**src/rtl/bit_scan_serial.sv**
```systemverilog
// Streaming set-bit enumerator: takes a mask, emits each set-bit index lowest first, one per beat.
// Define BIT_SCAN_OVERLAP_EN to accept the next mask on the same edge as the last index handshake.
module bit_scan_serial #(
  parameter int width = 8,
  parameter int speed = 1   // 0 serial, 1 Brent-Kung, 2 Sklansky prefix-OR
) (
  input  logic                     clk_i,
  input  logic                     rst_i,
  input  logic                     in_valid_i,
  output logic                     in_ready_o,
  input  logic [width-1:0]         in_mask_i,
  output logic                     out_valid_o,
  input  logic                     out_ready_i,
  output logic [$clog2(width)-1:0] out_idx_o,
  output logic                     out_last_o
);
  localparam int IW = $clog2(width);
  localparam int LV = $clog2(width);

  typedef enum logic {IDLE, SCAN} state_t;

  state_t           state_q, state_d;
  logic [width-1:0] r_q, r_d;
  logic [width-1:0] pfx, low, rest;
  logic [IW-1:0]    enc;
  logic             scan, in_hs, out_hs;

  function automatic logic [width-1:0] pfx_serial(input logic [width-1:0] r);
    logic [width-1:0] p;
    p = r;
    for (int i = 1; i < width; i++) p[i] = p[i] | p[i-1];
    return p;
  endfunction

  // Each level folds the lower half-block's last prefix into the whole upper half-block.
  function automatic logic [width-1:0] pfx_sklansky(input logic [width-1:0] r);
    logic [width-1:0] p, q;
    p = r;
    for (int l = 0; l < LV; l++) begin
      q = p;
      for (int i = 0; i < width; i++)
        if (((i >> l) & 1) == 1) q[i] = p[i] | p[((i >> l) << l) - 1];
      p = q;
    end
    return p;
  endfunction

  // Up-sweep builds power-of-two block ORs; down-sweep fills in the remaining positions.
  function automatic logic [width-1:0] pfx_bk(input logic [width-1:0] r);
    logic [width-1:0] p;
    p = r;
    for (int l = 0; l < LV; l++)
      for (int i = 0; i < width; i++)
        if ((i + 1) % (2 << l) == 0) p[i] = p[i] | p[i - (1 << l)];
    for (int l = LV - 2; l >= 0; l--)
      for (int i = 0; i < width; i++)
        if (((i + 1) % (2 << l) == (1 << l)) && (i >= (2 << l))) p[i] = p[i] | p[i - (1 << l)];
    return p;
  endfunction

  if (speed == 0) begin : g_serial
    assign pfx = pfx_serial(r_q);
  end else if (speed == 2) begin : g_sklansky
    assign pfx = pfx_sklansky(r_q);
  end else begin : g_bk
    assign pfx = pfx_bk(r_q);
  end

  assign low  = r_q & ~(pfx << 1);
  assign rest = r_q & ~low;

  always_comb begin
    enc = '0;
    for (int i = 0; i < width; i++)
      if (low[i]) enc = enc | IW'(i);
  end

  always_ff @(posedge clk_i) begin
    if (rst_i) begin
      state_q <= IDLE;
      r_q     <= '0;
    end else begin
      state_q <= state_d;
      r_q     <= r_d;
    end
  end

  always_comb begin
    scan        = (state_q == SCAN);
    out_valid_o = scan;
    out_idx_o   = scan ? enc : '0;
    out_last_o  = scan && (rest == '0);
`ifdef BIT_SCAN_OVERLAP_EN
    in_ready_o  = !rst_i && (!scan || (out_ready_i && out_last_o));
`else
    in_ready_o  = !rst_i && !scan;
`endif
    in_hs   = in_valid_i && in_ready_o;
    out_hs  = scan && out_ready_i;
    state_d = state_q;
    r_d     = r_q;
    case (state_q)
      IDLE: begin
        // zero masks are consumed here and never reach SCAN
        if (in_hs && (in_mask_i != '0)) begin
          r_d     = in_mask_i;
          state_d = SCAN;
        end
      end
      SCAN: begin
        if (out_hs) begin
          r_d = rest;
          if (rest == '0) begin
            state_d = IDLE;
            r_d     = '0;
`ifdef BIT_SCAN_OVERLAP_EN
            if (in_hs && (in_mask_i != '0)) begin
              r_d     = in_mask_i;
              state_d = SCAN;
            end
`endif
          end
        end
      end
      default: begin
        state_d = IDLE;
        r_d     = '0;
      end
    endcase
  end
endmodule

```
**config.mk**
```make
export PLATFORM = sky130hd
export DESIGN_NAME = bit_scan_serial
export DESIGN_NICKNAME = d
export VERILOG_FILES = /design/src/rtl/bit_scan_serial.sv
export SDC_FILE = /design/constraint.sdc
export NUM_CORES = 1
export LEC_CHECK = 0
export CAP_MARGIN = 10
export CORE_AREA = 2 2 40 42
export DETAILED_ROUTE_END_ITERATION = 7
export DIE_AREA = 0 0 42 44
export PLACE_DENSITY = 0.71
export SLEW_MARGIN = 20
export SYNTH_ARGS = -nofsm -noshare
export SYNTH_HDL_FRONTEND = slang
export SYNTH_SLANG_ARGS = --single-unit
```
**constraint.sdc**
```tcl
create_clock -name clk_i -period 2.7 [get_ports clk_i]
set_input_delay 0.54 -clock clk_i [delete_from_list [all_inputs] [get_ports clk_i]]
set_output_delay 0.54 -clock clk_i [all_outputs]
set_load 0.05 [all_outputs]
```
==> Word-level counts from Yosys, hierarchy flattened <==
Cells that the tools add are included.
{ "word_totals": {"register_bits": 9, "latch_bits": 0, "mem_bits_rw": 0, "romBits": 0, "inputBits": 12, "out_inout_bits": 6, "word_cells": 43, "n_memories": 0} }
{ "classes": {"n_addsub": 0, "multipliers": 0, "n_div": 0, "n_lt_le_gt_ge": 0, "n_eq_ne": 2, "shifts": 0, "muxes": 16, "n_bitwise": 13, "reduce_logical": 10} }
{ "op_table": {"columns": ["operator", "n"], "rows": [
  ["$mux 8", 3],
  ["$and 8x8->8", 2],
  ["$not 8->8", 2],
  ["$pmux 8 s2", 1],
  ["$mux 3", 5],
  ["$logic_not 8->1", 1],
  ["$or 1x1->1", 8],
  ["$reduce_bool 8->1", 1],
  ["$logic_and 1x1->1", 5],
  ["$mux 1", 4],
  ["$mux 2", 2],
  ["$logic_not 1->1", 2],
  ["$ne 2x1->1 const B", 1],
  ["$ne 2x2->1 const B", 1],
  ["$pmux 1 s2", 1],
  ["$reduce_and 2->1", 1],
  ["$not 1->1", 1]
]} }

==> Longest topological paths before layout <==
Gate-level depths: netlist of run 1.
{ "logic_depth": {"depth_word": 14, "ltp_mapped": 5, "depth_no_buf": 4} }

==> Least setup slack after synthesis of run 1 <==
OpenSTA, ideal clock, no wires.
{ "synth_timing": {"kind": "reg-to-output", "from": "register r_q[2]", "to": "output port out_idx_o[0]", "arrival_time_ns": 2.058, "t_required_ns": 2.160, "setup_slack_ns": 0.102, "stages_incl_launch_ff": 6, "path_buffers": 1, "path_cell_list": "dfxtp_1 or4_1 buf_2 nor4_2 nand2_1 a21boi_1"} }
{ "synth_between": {"elab_chain_len": 9, "word_cells_on_any_way": 14, "cone_classes": "6 x mux; 8 x bitwise"} }
{ "synth_lines": {"columns": ["item", "line_no", "rtl"], "rows": [
  ["start: declaration", "23", "logic [width-1:0] r_q, r_d;"],
  ["start signal: assignment", "84", "r_q <= r_d;"],
  ["$or 1x1->1 (on tied branches)", "57, 54", null],
  ["$not 8->8 *", "69", "assign low = r_q & ~(pfx << 1);"],
  ["$and 8x8->8 *", "69", null],
  ["$mux 2 or $not 8->8 (tied branches)", "75, 69", null],
  ["$mux 3 or $and 8x8->8 (tied branches)", "75, 69", null],
  ["$mux 3 (2 in series)", "75", "if (low[i]) enc = enc | IW'(i);"],
  ["$mux 3 *", "75", null],
  ["$mux 3 *", "91", "out_idx_o = scan ? enc : '0;"],
  ["end: declaration", "14", "output logic [$clog2(width)-1:0] out_idx_o,"]
]} }
Mark *: on every way between the ends. The rest lies on a longest branch, timed or not.

==> Worst setup path in the final report of run 1 <==
{ "layout_timing": {"from": "register r_q[3]", "to": "output port out_last_o"} }
{ "layout_between": {"elab_chain_len": 10, "word_cells_on_any_way": 11, "cone_classes": "9 x bitwise; 2 x reduce/logical"} }
{ "layout_lines": {"columns": ["item", "line_no", "rtl"], "rows": [
  ["$or 1x1->1 (2 in series)", "54", "if ((i + 1) % (2 << l) == 0) p[i] = p[i] | p[i - (1 << l)];"],
  ["$or 1x1->1 (2 in series)", "57", "if (((i + 1) % (2 << l) == (1 << l)) && (i >= (2 << l))) p[i] = p[i] | p[i - (1 << l)];"],
  ["$not 8->8", "69", null],
  ["$and 8x8->8", "69", null],
  ["$not 8->8", "70", "assign rest = r_q & ~low;"],
  ["$and 8x8->8 *", "70", null],
  ["$logic_not 8->1 *", "92", "out_last_o = scan && (rest == '0);"],
  ["$logic_and 1x1->1 *", "92", null],
  ["end: declaration", "15", "output logic out_last_o"]
]} }
Marked as above.

==> results of run 1 <==
==> cell type report <==
type / instances / share of cell area, %
Clock buffer: 4 / 3.13
Inverter: 2 / 0.894
Multi-Input combinational cell: 56 / 47.2
Sequential cell: 9 / 21.6
Tap cell: 16 / 2.38
Timing Repair Buffer: 20 / 24.7
==> metal layers <==
metal,part of all wire (%),global-route usage (%)
met2,50,34.1
met5,0,0
met1,40,24.4
met3,8.6,5.83
met4,0.85,7.10
==> layout by cell type, fill, tap and decap left out, types with 3 or more instances in the layout <==
cell type        count
nor2_1               5
dfxtp_1              8
buf_4                5
o22ai_1              3
a21oi_1              4
a22o_1               5
clkdlybuf4s50_1     13
nor3_1               4
nand2_1              5
clkbuf_4             3
o21ai_0              5
==> critical path: cells and delay by family, from the launching register on <==
kind	cells	cell delay, ns
flip-flops	1	0.34
buffers and inverters	1	0.14
AND/OR/NAND/NOR	2	0.78
AO/OA/AOI/OAI	2	0.54
==> logic make-up after synthesis <==
kind of cell / Yosys count / share of synthesized area (%)
compound gates: 27 / 36.3
fa+ha+maj: 1 / 1.69
flops: 9 / 30.4
simple gates: 28 / 26.8
buf+inv: 7 / 4.85
==> worst max-delay path by stage <==
stage / end / slack, ns / cells after the start
CTS: out_last_o / 0.04 / 5
detailed placement: out_last_o / 0.27 / 5
global placement: out_last_o / 0.29 / 5
global route: out_last_o / 0.004 / 5
finish: out_last_o / 0.09 / 5
floorplan: out_idx_o[0] / 0.10 / 5
==> sequential cells by signal, indices dropped and copies added, names as in the netlist <==
signal       flops
r_q              8
out_valid_o      1
==> what timing repair did <==
item / in CTS / in global routing
gates resized for setup: 1 / 2
endpoints found under the hold margin: 0 / 0
pin swaps: 0 / 2
buffers inserted: 0 / 1
endpoints found under the setup margin: 2 / 2
==> power by group through the flow <==
stage                     sequential [mW]  clock, mW  combinational [mW]
after floorplan                     0.164          0               0.108
after global placement              0.168          0               0.162
after detailed placement            0.169          0               0.162
after CTS                           0.166      0.109               0.168
after global routing                0.171      0.116               0.190
final                               0.169      0.106               0.175
==> out/summary.txt, run 1 <==
status - completed
clk buf depth - 2
Worst slew margin - 55.2%
post-route ant nets - 0
Vias - 646
pre-CTS setup slack - 0.269 ns
total placed instance area - 792 sq um
Final Max Slew Viols - 0
total core area - 0.00142 sq mm
routability cong. - 0.872
DIE AREA - 0.00185 sq mm
GRT Total Usage - 20.1%
Sw Pwr - 0.162 mW
reg2reg setup slack - 0.96 ns
share of layout cells above drive strength 1 - 18.7%
largest net degree at the start of global routing - 11
dpl hpwl - 1190 um
worst hold slack - 0.568 ns
Crit path arrival time - 2.07 ns
Syn. warnings - 0
DR DRC count - 0
worst-path cell chain - or4_4 > a2111oi_4 > o32a_1 > and2_1 > buf_12
Setup crit start - r_q[3]
sum of negative setup slack - 0 ns
min-delay src - r_q[2]
Syn Nets - 84
final total power - 0.450 mW
WP data required - 2.16 ns
Hold Path Class - reg2reg
Period minus WS final - 2.61 ns
crit path launch type - flop
first-pass GRT wire length - 2820 um
final core occ - 59.2%
Power per Cell Area - 536 mW/mm^2
number of buffers added on ports - 17
hold path depth - 1
Final WS setup - 0.0920 ns
CTS Sinks - 9
P&R area growth vs syn - 41.6%
CP Capture Type - output pin
Die W - 42 um
starting DRC count in detailed routing - 18
Int Pwr - 0.288 mW
Final Cycle Share - 96.6%
routed vias/inst - 6.04
TritonCTS Buffers - 3
sequential share of power - 37.7%
Slowest-stage cell, CP - or4_4
cell row count - 14
Cells after DPL - 102
WL/cell - 15.4 um
Post-Route Skew - 0.00857 ns
synth unique cells - 33
Clock Power Share - 23.5%
Hold Fails Final Rpt - 0
Post-synth top cells - dfxtp_1 (9), a22o_1 (5), nand2_1 (5), nor2_1 (5), o21ai_0 (5)
top post-synthesis cells by area - dfxtp_1 (30%), a22o_1 (7.4%), a2111oi_4 (4.6%), o21ai_0 (4.2%), a21oi_1 (3.4%)
design area - 840 sq um
largest area contributor in the netlist - dfxtp_1
fin cells - 107
total gr overflow - 0
R2R Path End - r_q[2]
ys async rst share - 0%
vias in the first global route - 614
Yosys top cell area share - 30.4%
Final setup viols - 0
worst hold path endpoint - r_q[2]
Leakage Power - 0.309 nW
Post-synth EDFFs - 0
RSZ-0062 raised after global routing - no
clock transition at the registers of the reported paths - 0.07 ns
syn_area_per_cell - 8.24 sq um
launch point of the worst reg-to-reg path - out_valid_o
CTS root buf - clkbuf_4
initial antenna violation count - 0
Die H - 44 um
Starting Density - 41.8%
crit-path max FO - 5
H-tree depth - 1
Synth Instances - 72
cts hold-fix bufs - 0
predominant post-synthesis flop cell - dfxtp_1
multi-input logic area - 397 sq um
fill cell count - 135
maximum VDD drop - 321 uV
worst reg2reg path depth - 5
drt pass-1 iters - 4
slew of the pin with the lowest slew margin - 0.672 ns
Post-Route WL - 1650 um
sw frac - 36.0%
Max Fclk - 383 MHz
Setup Crit Path Kind - reg2out
max-cap violations - 0
sequential fraction of the synthesis area - 30.4%
flops & latches, synth - 9
combinational share of power - 38.8%
CTS tree - yes
dominant cell by count in the synthesized netlist - dfxtp_1
number of diodes - 0
clk_lat worst skew - 0.26 ns
Reg area - 181 sq um
slowest stage delay, CP - 0.60 ns
IO Pins - 18
post-synthesis cell area - 593 sq um
final net count - 104
Power figures use the tool's default switching activity.
==> run 2: changes to the inputs <==
Settings changed: CORE_AREA 2 2 40 42 to 2 2 43 45, DIE_AREA 0 0 42 44 to 0 0 45 47, PLACE_DENSITY 0.71 to 0.62.
==> run 2 against run 1 <==
Against the previous run: critical path depth stayed put; worst hold slack better by 0.057 ns; worst setup slack worse by 0.028 ns; non-clock buffer count is 3 higher; critical endpoint unchanged; highest routed layer unchanged.
==> out/summary.txt, run 2 (same netlist as run 1, synthesis figures left out) <==
P&R area growth vs syn - 43.9%
final net count - 107 (+2.9%)
maximum VDD drop - 262 uV (-18%)
initial antenna violation count - 0 (unchanged)
crit path launch type - flop
slew of the pin with the lowest slew margin - 0.565 ns (-0.107 ns)
WP data required - 2.16 ns (about the same)
final total power - 0.451 mW (+0.29%)
share of layout cells above drive strength 1 - 20.2% (+1.5 points)
routed vias/inst - 5.95 (-1.5%)
Post-Route Skew - 0.00504 ns (-0.00353 ns)
largest net degree at the start of global routing - 12 (+1)
TritonCTS Buffers - 3 (unchanged)
Starting Density - 35.9% (-5.9 points)
total gr overflow - 0 (unchanged)
Vias - 660 (+2.2%)
cts hold-fix bufs - 0 (unchanged)
clk_lat worst skew - 0.26 ns (about the same)
Final Max Slew Viols - 0 (unchanged)
total core area - 0.00165 sq mm (+16%)
routability cong. - 0.801 (-8.1%)
Final Cycle Share - 97.6% (+1.0 points)
status - completed
Reg with most FFs - r_q
Period minus WS final - 2.64 ns (+0.0281 ns)
Worst slew margin - 62.3% (+7.2 points)
clock transition at the registers of the reported paths - 0.07 ns (about the same)
GRT Total Usage - 19.6% (-0.49 points)
family with the most delay on the worst path - simple AND/OR/NAND/NOR gates
WL/cell - 15.9 um (+2.9%)
drt pass-1 iters - 4 (unchanged)
clk buf depth - 2 (unchanged)
commonest non-fill, non-tap cells in the layout - clkdlybuf4s50_1 (13), dfxtp_1 (9), buf_4 (8)
Setup Crit Path Kind - reg2out
max-cap violations - 0 (unchanged)
sum of negative setup slack - 0 ns (unchanged)
vias in the first global route - 645 (+5.0%)
CTS tree - yes
CTS Sinks - 9 (unchanged)
Hold Path Class - reg2reg
Final setup viols - 0 (unchanged)
max reg flops - 8 (unchanged)
RSZ-0062 raised after global routing - no
H-tree depth - 1 (unchanged)
worst hold slack - 0.625 ns (+0.0566 ns)
Cells after DPL - 107 (+4.9%)
post-route ant nets - 0 (unchanged)
worst-path cell chain - or4_4 > a2111oi_4 > o32a_1 > and2_1 > buf_12
DR DRC count - 0 (unchanged)
dpl hpwl - 1350 um (+14%)
starting DRC count in detailed routing - 20 (+2)
cell row count - 15 (+1)
Die H - 47 um (+6.8%)
CTS root buf - clkbuf_4
Max Fclk - 379 MHz (-1.1%)
IO Pins - 18 (unchanged)
Post-Route WL - 1760 um (+6.8%)
crit-path max FO - 7 (+2)
DIE AREA - 0.00212 sq mm (+14%)
Power per Cell Area - 529 mW/mm^2 (-1.3%)
Leakage Power - 0.322 nW (+4.3%)
most common cell after layout, fill and taps aside - clkdlybuf4s50_1
Slowest-stage cell, CP - or4_4
Hold Fails Final Rpt - 0 (unchanged)
first-pass GRT wire length - 2890 um (+2.7%)
slowest stage delay, CP - 0.61 ns (about the same)
number of diodes - 0 (unchanged)
crit path buf inv count - 1 (unchanged)
fin cells - 111 (+3.7%)
Crit path arrival time - 2.10 ns (+0.03 ns)
CP Capture Type - output pin
Die W - 45 um (+7.1%)
number of buffers added on ports - 17 (unchanged)
final core occ - 51.7% (-7.5 points)
run 2: changes by cell type in the layout (fill, tap and decap cells not counted), sizes merged:
cell  change
buf       +3
run 2: area by class of cell:
class                      count  area, sq um
timing repair buffer          23          230
fill                         166          798
tap                           17         21.3
clock buffer                   4         26.3
inverter                       2         7.51
multi-input combinational     56          388
sequential                     9          180
run 2: final timing paths:
kind | startpoint | endpoint | slack [ns] | depth (start not counted)
worst max-delay path | r_q[2] | out_last_o | 0.06 | 5
worst min-delay path | r_q[1] | r_q[1] | 0.62 | 1
worst max register to register | r_q[2] | out_valid_o | 1.01 | 4
worst min register to register | r_q[1] | r_q[1] | 0.62 | 1
run 2: per-layer routing:
metal  wire, um  track usage (%)  vias to the layer above
li1           -                -                      320
met2        890             33.4                       33
met5          0                0                        -
met4         15             9.41                        0
met3        109             5.38                        2
met1        747             22.9                      305
run 2: worst register-to-register path, delay by kind of cell (launching register included):
| family | cells | cell delay, ns |
|---|---|---|
| AO/OA/AOI/OAI | 3 | 0.61 |
| AND/OR/NAND/NOR | 1 | 0.61 |
| flip-flops | 1 | 0.36 |
run 2: stage by stage:
step                worst slack, ns  area, sq um
global route                0.00710          853
finish                       0.0639          853
global placement              0.279          823
floorplan                     0.102          593
CTS                          0.0659          853
detailed placement            0.264          823
run 2: repair_timing:
action / 4_1_cts / 5_1_grt
buffers inserted: 0 / 0
setup endpoints to repair: 1 / 0
gates resized for setup: 1 / 0
run 2: power by group:
part	total [mW]	leakage (nW)	internal, mW	switching (mW)
Combinational	0.183	0.233	0.0875	0.0953
Clock	0.109	0.0150	0.0571	0.0518
Sequential	0.159	0.0741	0.144	0.0153
Total	0.451	0.322	0.289	0.162
